`src/rtl/mcpu_seq_alu.sv`:
```
// Registered, handshaked ALU: single-cycle logic/arith/shift ops, iterative shift-add MUL.
// Logic/arith/shift results appear one cycle after accept; MUL takes WORD_SIZE+1 cycles; start is ignored while busy.
module mcpu_seq_alu #(
  parameter int WORD_SIZE  = 16,
  parameter int CMD_SIZE   = 4,
  parameter int SHAMT_SIZE = $clog2(WORD_SIZE) + 1
) (
  input  logic                 clk,
  input  logic                 reset,
  input  logic                 start,
  input  logic [CMD_SIZE-1:0]  cmd,
  input  logic [WORD_SIZE-1:0] in1,
  input  logic [WORD_SIZE-1:0] in2,
  output logic                 busy,
  output logic                 done,
  output logic [WORD_SIZE-1:0] out,
  output logic [WORD_SIZE-1:0] out_hi,
  output logic                 CF,
  output logic                 ZF,
  output logic                 NF,
  output logic                 VF,
  output logic                 err
);

  localparam logic [CMD_SIZE-1:0] OP_AND = CMD_SIZE'(0);
  localparam logic [CMD_SIZE-1:0] OP_OR  = CMD_SIZE'(1);
  localparam logic [CMD_SIZE-1:0] OP_XOR = CMD_SIZE'(2);
  localparam logic [CMD_SIZE-1:0] OP_ADD = CMD_SIZE'(3);
  localparam logic [CMD_SIZE-1:0] OP_LSL = CMD_SIZE'(4);
  localparam logic [CMD_SIZE-1:0] OP_LSR = CMD_SIZE'(5);
  localparam logic [CMD_SIZE-1:0] OP_SUB = CMD_SIZE'(6);
  localparam logic [CMD_SIZE-1:0] OP_MUL = CMD_SIZE'(7);
  localparam logic [CMD_SIZE-1:0] OP_ASR = CMD_SIZE'(8);

  typedef enum logic [1:0] {S_IDLE, S_MUL, S_DONE} state_t;

  state_t                     state_q;
  logic                       pend_q;
  logic [CMD_SIZE-1:0]        cmd_q;
  logic [WORD_SIZE-1:0]       a_q, b_q;
  logic [2*WORD_SIZE-1:0]     mcand_q, acc_q, acc_d;
  logic [WORD_SIZE-1:0]       mplier_q;
  logic [SHAMT_SIZE-1:0]      cnt_q;

  logic [CMD_SIZE-1:0]        sel_cmd;
  logic [WORD_SIZE-1:0]       sel_a, sel_b;
  logic [WORD_SIZE-1:0]       res_d;
  logic                       cf_d, vf_d, err_d;
  logic [SHAMT_SIZE-1:0]      sh;
  logic [WORD_SIZE:0]         wide_d;

  // An op accepted in the DONE cycle is parked and executed from IDLE so done pulses never merge.
  assign sel_cmd = pend_q ? cmd_q : cmd;
  assign sel_a   = pend_q ? a_q   : in1;
  assign sel_b   = pend_q ? b_q   : in2;
  assign sh      = sel_b[SHAMT_SIZE-1:0];
  assign acc_d   = acc_q + (mplier_q[0] ? mcand_q : '0);

  always_comb begin
    res_d  = '0;
    cf_d   = 1'b0;
    vf_d   = 1'b0;
    err_d  = 1'b0;
    wide_d = '0;
    case (sel_cmd)
      OP_AND: res_d = sel_a & sel_b;
      OP_OR:  res_d = sel_a | sel_b;
      OP_XOR: res_d = sel_a ^ sel_b;
      OP_ADD: begin
        wide_d = {1'b0, sel_a} + {1'b0, sel_b};
        res_d  = wide_d[WORD_SIZE-1:0];
        cf_d   = wide_d[WORD_SIZE];
        vf_d   = (sel_a[WORD_SIZE-1] == sel_b[WORD_SIZE-1]) &&
                 (wide_d[WORD_SIZE-1] != sel_a[WORD_SIZE-1]);
      end
      OP_SUB: begin
        wide_d = {1'b0, sel_a} - {1'b0, sel_b};
        res_d  = wide_d[WORD_SIZE-1:0];
        cf_d   = wide_d[WORD_SIZE];
        vf_d   = (sel_a[WORD_SIZE-1] != sel_b[WORD_SIZE-1]) &&
                 (wide_d[WORD_SIZE-1] != sel_a[WORD_SIZE-1]);
      end
      // Shifts run one bit wider so the last bit shifted out lands in a fixed position.
      OP_LSL: begin
        wide_d = {1'b0, sel_a} << sh;
        res_d  = wide_d[WORD_SIZE-1:0];
        cf_d   = wide_d[WORD_SIZE];
      end
      OP_LSR: begin
        wide_d = {sel_a, 1'b0} >> sh;
        res_d  = wide_d[WORD_SIZE:1];
        cf_d   = wide_d[0];
      end
      OP_ASR: begin
        wide_d = $signed({sel_a, 1'b0}) >>> sh;
        res_d  = wide_d[WORD_SIZE:1];
        cf_d   = wide_d[0];
      end
      OP_MUL: res_d = '0;
      default: err_d = 1'b1;
    endcase
  end

  always_ff @(posedge clk) begin
    if (reset) begin
      state_q  <= S_IDLE;
      pend_q   <= 1'b0;
      cmd_q    <= '0;
      a_q      <= '0;
      b_q      <= '0;
      mcand_q  <= '0;
      mplier_q <= '0;
      acc_q    <= '0;
      cnt_q    <= '0;
      busy     <= 1'b0;
      done     <= 1'b0;
      out      <= '0;
      out_hi   <= '0;
      CF       <= 1'b0;
      ZF       <= 1'b0;
      NF       <= 1'b0;
      VF       <= 1'b0;
      err      <= 1'b0;
    end else begin
      case (state_q)
        S_IDLE: begin
          if (start || pend_q) begin
            pend_q <= 1'b0;
            if (sel_cmd == OP_MUL) begin
              mcand_q  <= {{WORD_SIZE{1'b0}}, sel_a};
              mplier_q <= sel_b;
              acc_q    <= '0;
              cnt_q    <= '0;
              busy     <= 1'b1;
              state_q  <= S_MUL;
            end else begin
              out     <= res_d;
              out_hi  <= '0;
              CF      <= cf_d;
              VF      <= vf_d;
              ZF      <= (res_d == '0);
              NF      <= res_d[WORD_SIZE-1];
              err     <= err_d;
              done    <= 1'b1;
              busy    <= 1'b0;
              state_q <= S_DONE;
            end
          end
        end
        S_MUL: begin
          acc_q    <= acc_d;
          mcand_q  <= mcand_q << 1;
          mplier_q <= mplier_q >> 1;
          cnt_q    <= cnt_q + SHAMT_SIZE'(1);
          if (cnt_q == SHAMT_SIZE'(WORD_SIZE - 1)) begin
            out     <= acc_d[WORD_SIZE-1:0];
            out_hi  <= acc_d[2*WORD_SIZE-1:WORD_SIZE];
            CF      <= (acc_d[2*WORD_SIZE-1:WORD_SIZE] != '0);
            VF      <= (acc_d[2*WORD_SIZE-1:WORD_SIZE] != '0);
            ZF      <= (acc_d[WORD_SIZE-1:0] == '0);
            NF      <= acc_d[WORD_SIZE-1];
            err     <= 1'b0;
            done    <= 1'b1;
            busy    <= 1'b0;
            state_q <= S_DONE;
          end
        end
        S_DONE: begin
          done    <= 1'b0;
          err     <= 1'b0;
          state_q <= S_IDLE;
          if (start) begin
            if (cmd == OP_MUL) begin
              mcand_q  <= {{WORD_SIZE{1'b0}}, in1};
              mplier_q <= in2;
              acc_q    <= '0;
              cnt_q    <= '0;
              busy     <= 1'b1;
              state_q  <= S_MUL;
            end else begin
              cmd_q  <= cmd;
              a_q    <= in1;
              b_q    <= in2;
              pend_q <= 1'b1;
              busy   <= 1'b1;
            end
          end
        end
        default: state_q <= S_IDLE;
      endcase
    end
  end

endmodule
```
`config.mk`:
```
export PLATFORM = sky130hd
export DESIGN_NAME = mcpu_seq_alu
export DESIGN_NICKNAME = d
export VERILOG_FILES = /design/src/rtl/mcpu_seq_alu.sv
export SDC_FILE = /design/constraint.sdc
export NUM_CORES = 1
export LEC_CHECK = 0
export CAP_MARGIN = 30
export CORE_ASPECT_RATIO = 0.8
export CORE_MARGIN = 4
export CORE_UTILIZATION = 65
export DETAILED_ROUTE_END_ITERATION = 10
export DONT_BUFFER_PORTS = 1
export PLACE_DENSITY = 0.86
export SKIP_LAST_GASP = 1
export SYNTH_ARGS = -nofsm -noshare
export SYNTH_HDL_FRONTEND = slang
export SYNTH_SLANG_ARGS = --single-unit
```
`constraint.sdc`:
```
create_clock -name clk -period 9.7 [get_ports clk]
set_clock_uncertainty 0.05 [all_clocks]
set_input_delay 1.94 -clock clk [delete_from_list [all_inputs] [get_ports clk]]
set_output_delay 1.94 -clock clk [all_outputs]
set_load 0.01 [all_outputs]
```
==> tab_implementation.tex <==
\begin{tabular}{lr}
\hline
Metric & Value \\
\hline
\multicolumn{2}{l}{\textbf{Final layout}} \\
Flip-flop and latch area & 0.00325 mm\^{}2 \\
ANT cells & 0 \\
Fill cell total of the finished layout & 1659 \\
Final Instance Count excl. Fillers & 2018 \\
Total area of multi-input combinational cells & 0.00976 mm\^{}2 \\
Post-Route Utilization & 0.693 \\
Fraction of layout cells with a size suffix above 1 & 0.0795 \\
Summed area of non-filler cells in the final layout & 0.0144 mm\^{}2 \\
Final layout net count & 1865 \\
Area Overhead vs Synth & 4.27\% \\
\multicolumn{2}{l}{\textbf{Status}} \\
Outcome & finished, final reports clean \\
\multicolumn{2}{l}{\textbf{Placed design}} \\
GP Congestion & 1.15 \\
Placed instance count & 1985 \\
Cell area after placement & 0.0138 mm\^{}2 \\
Final HPWL DP & 38300 um \\
Count of buffers inserted at the top-level ports & 0 \\
Placement Setup Slack & 3460 ps \\
\multicolumn{2}{l}{\textbf{Critical path}} \\
Crit path DAT & 6230 ps \\
Critical path fanouts, max & 25 \\
Longest individual stage delay on the worst path & 700 ps \\
Cell breakdown of the critical path & mux2i\_4, inv\_2, ha\_1, inv\_1, fa\_1, nand2b\_1, a211oi\_1, or4\_1, a311oi\_1, o31ai\_1, a221o\_1, a21oi\_1, nand2\_1, o41ai\_2 \\
Buffer and inverter count on the worst path & 2 \\
Capturing element type of the critical path & flip-flop \\
Required time of the critical path & 9990 ps \\
Kind of start point of the critical path & primary input \\
Cell with the biggest individual delay on the critical path & a311oi\_1 \\
Setup CP Type & in2reg \\
Worst path top cell family by delay & compound AO/OA/AOI/OAI gates \\
\multicolumn{2}{l}{\textbf{Timing}} \\
Relative slew margins & 0.232 \\
Actual transition at the worst max-transition pin & 1150 ps \\
Highest achievable clock rate & 168 MHz \\
Time the final worst path needs with I/O delays and setup & 5940 ps \\
Worst Setup Slack, final & 3760 ps \\
Pins over their slew limit & 0 \\
Unrepaired setup endpoints after global routing & no \\
Fin crit share & 0.613 \\
Setup\_tns & 0 ps \\
Count of endpoints failing setup in the final report & 0 \\
Final Hold Vio Count & 0 \\
\multicolumn{2}{l}{\textbf{Clock network}} \\
Post-cts sizing count & 0 \\
Insertion delay of the later-clocked pin in the worst-skew pair & 440 ps \\
Number of clock sinks seen by CTS & 162 \\
Hold buffer count at CTS & 0 \\
Clock root cell & clkbuf\_16 \\
Setup fix buffers added after clock tree synthesis & 0 \\
Bufs on Longest Clock Path & 2 \\
TritonCTS clock tree & done \\
Clock input transition at the sequential cells of the worst setup and hold paths & 70 ps \\
Max H-tree Level & 4 \\
Clock buffer count from CTS & 17 \\
\multicolumn{2}{l}{\textbf{Yosys}} \\
Fraction of registers with async set or reset after synthesis & 0 \\
Synth cell types & 94 \\
Sequential share of the synthesized area & 0.235 \\
Number of cells produced by synthesis & 1829 \\
Post-synthesis sequential element count & 162 \\
Mapped Area & 0.0138 mm\^{}2 \\
Post-synth EDFFs & 0 \\
Yosys warnings & 0 \\
Prevailing post-synth register cell & dfxtp\_1 \\
Post-synthesis net count & 1958 \\
Syn Area/Cell & 7.54 um\^{}2 \\
\multicolumn{2}{l}{\textbf{Power and ir drop}} \\
Internal power contribution & 1.63 mW \\
Maximum resistive drop on vdd & 0.345 mV \\
Net Switching & 1.62 mW \\
Comb pwr share & 0.499 \\
Net switching share of the total power & 0.497 \\
Clock power share & 0.222 \\
Power density of the placed cells & 226 mW/mm\^{}2 \\
Seq pwr share & 0.279 \\
Leakage power total & 5.49 nW \\
\multicolumn{2}{l}{\textbf{Detailed routing}} \\
Count of antenna-violating nets left after detailed routing & 0 \\
Vias & 15.0k \\
Number of optimization iterations in the first detailed-route pass & 7 \\
Final wirelength & 53500 um \\
Number of vias per cell & 7.43 \\
Drc violations & 0 \\
Average routed wire per standard cell & 26.5 um \\
Number of violations reported at the end of detailed-routing iteration 0 & 2713 \\
\multicolumn{2}{l}{\textbf{Global routing}} \\
Grt ovf & 0 \\
Initial antenna violation count & 0 \\
Maximum number of pins on one net before global-route repair & 164 \\
Global-route wire length before repair & 80500 um \\
All-Layer GR Usage & 0.431 \\
Number of global-route vias before repair & 13.5k \\
\multicolumn{2}{l}{\textbf{Die}} \\
Die X & 171 um \\
Die Y & 138 um \\
Core Region & 0.0208 mm\^{}2 \\
Starting utilization of the core area & 0.665 \\
Row count & 47 \\
Die area & 0.0236 mm\^{}2 \\
I/O pin cnt & 78 \\
\multicolumn{2}{l}{\textbf{Run}} \\
Maxcap violations & 0 \\
\multicolumn{2}{l}{\textbf{Hold path}} \\
Path type of the worst min-delay path & reg2reg \\
\hline
\end{tabular}
[state kept, by name (all words and copies together), names as in the netlist]
signal,flops
acc_q,32
mcand_q,32
a_q,16
b_q,16
mplier_q,16
out,16
out_hi,16
cnt_q,5
cmd_q,4
state_q,2
CF,1
VF,1
ZF,1
busy,1
done,1
err,1
pend_q,1
[cell usage after synthesis, drive strengths merged (16+ instances only)]
library cell / count / area share
o21ai: 53 / 0.019
a31oi: 17 / 0.0077
dfxtp: 162 / 0.24
mux2: 21 / 0.017
a211oi: 25 / 0.014
a21o: 22 / 0.012
a22oi: 78 / 0.043
nand2: 260 / 0.071
a221oi: 18 / 0.012
nand2b: 17 / 0.0077
nor3: 35 / 0.013
o211ai: 59 / 0.032
ha: 87 / 0.079
and3: 18 / 0.0085
inv: 61 / 0.017
and2: 47 / 0.021
nor2: 139 / 0.038
mux2i: 71 / 0.059
clkbuf: 103 / 0.028
xnor2: 16 / 0.010
nand3: 45 / 0.016
buf: 33 / 0.014
a21oi: 195 / 0.071
[cells in the final DEF, fill, tap and decap left out, types with 17 or more instances in the layout]
master | netlist | layout
dfxtp_1 | 162 | 161
a211oi_1 | 25 | 24
a22oi_1 | 77 | 77
a21oi_1 | 195 | 195
a221oi_1 | 17 | 17
o21ai_0 | 49 | 49
nor3_1 | 35 | 35
mux2_2 | 20 | 20
nand2_1 | 260 | 260
a31oi_1 | 17 | 17
nor2_1 | 139 | 139
a21o_1 | 22 | 22
nand2b_1 | 17 | 17
ha_1 | 87 | 85
o211ai_1 | 59 | 59
buf_4 | 2 | 23
clkbuf_16 | 0 | 17
inv_1 | 53 | 53
and2_1 | 46 | 46
mux2i_1 | 55 | 55
nand3_1 | 45 | 44
[cell families after synthesis]
logic type | after synthesis | synth area share
and+or+nand+nor | 649 | 0.222
AOI/OAI and AO/OA | 608 | 0.299
buffers and inverters | 198 | 0.0593
DFF | 162 | 0.235
muxes | 98 | 0.0863
adders and majority gates | 90 | 0.0833
xor gates and xnor gates | 24 | 0.0152
[stage by stage]
step | total power [mW] | hold WS, ps
2_1_floorplan | 1.97 | 382
3_3_place_gp | 2.41 | 386
3_5_place_dp | 2.43 | 392
4_1_cts | 3.14 | 403
5_1_grt | 3.37 | 422
6_report | 3.25 | 405
[tightest hold or removal path, stage by stage (launching register included)]
cell,delay (ps)
dfxtp_1,310
nand2_1,50
a21oi_1,50
[path summary, 6_finish.rpt]
check	startpoint	end	cells after the start	slack, ps
setup / recovery	in2[0]	ZF	14	3760
hold / removal	b_q[6]	b_q[6]	2	400
setup reg to reg	pend_q	ZF	13	4110
hold reg to reg	b_q[6]	b_q[6]	2	400
[routing by layer]
| metal | wire, um | up-vias | global-route usage |
|---|---|---|---|
| li1 | - | 6574 | - |
| met1 | 21200 | 6982 | 0.629 |
| met2 | 21400 | 1258 | 0.603 |
| met3 | 8820 | 186 | 0.148 |
| met4 | 2000 | 0 | 0.116 |
| met5 | 0 | - | 0 |
[cell type report]
| class | count | area share |
|---|---|---|
| clock buffers | 18 | 0.0305 |
| clock inverters | 14 | 0.0115 |
| inverters | 62 | 0.0162 |
| multi-input cells | 1469 | 0.679 |
| flip-flops and latches | 162 | 0.226 |
| well taps | 269 | 0.0234 |
| repair buffers | 24 | 0.0139 |
[power groups by stage]
stage               Clock [mW]  Sequential (mW)  Combinational (mW)
finish                   0.723            0.907                1.62
global route             0.754            0.914                1.71
CTS                      0.718            0.911                1.51
detailed placement           0            0.925                1.50
global placement             0            0.921                1.49
floorplan                    0            0.860                1.12
(Power assumes the default switching activity.)
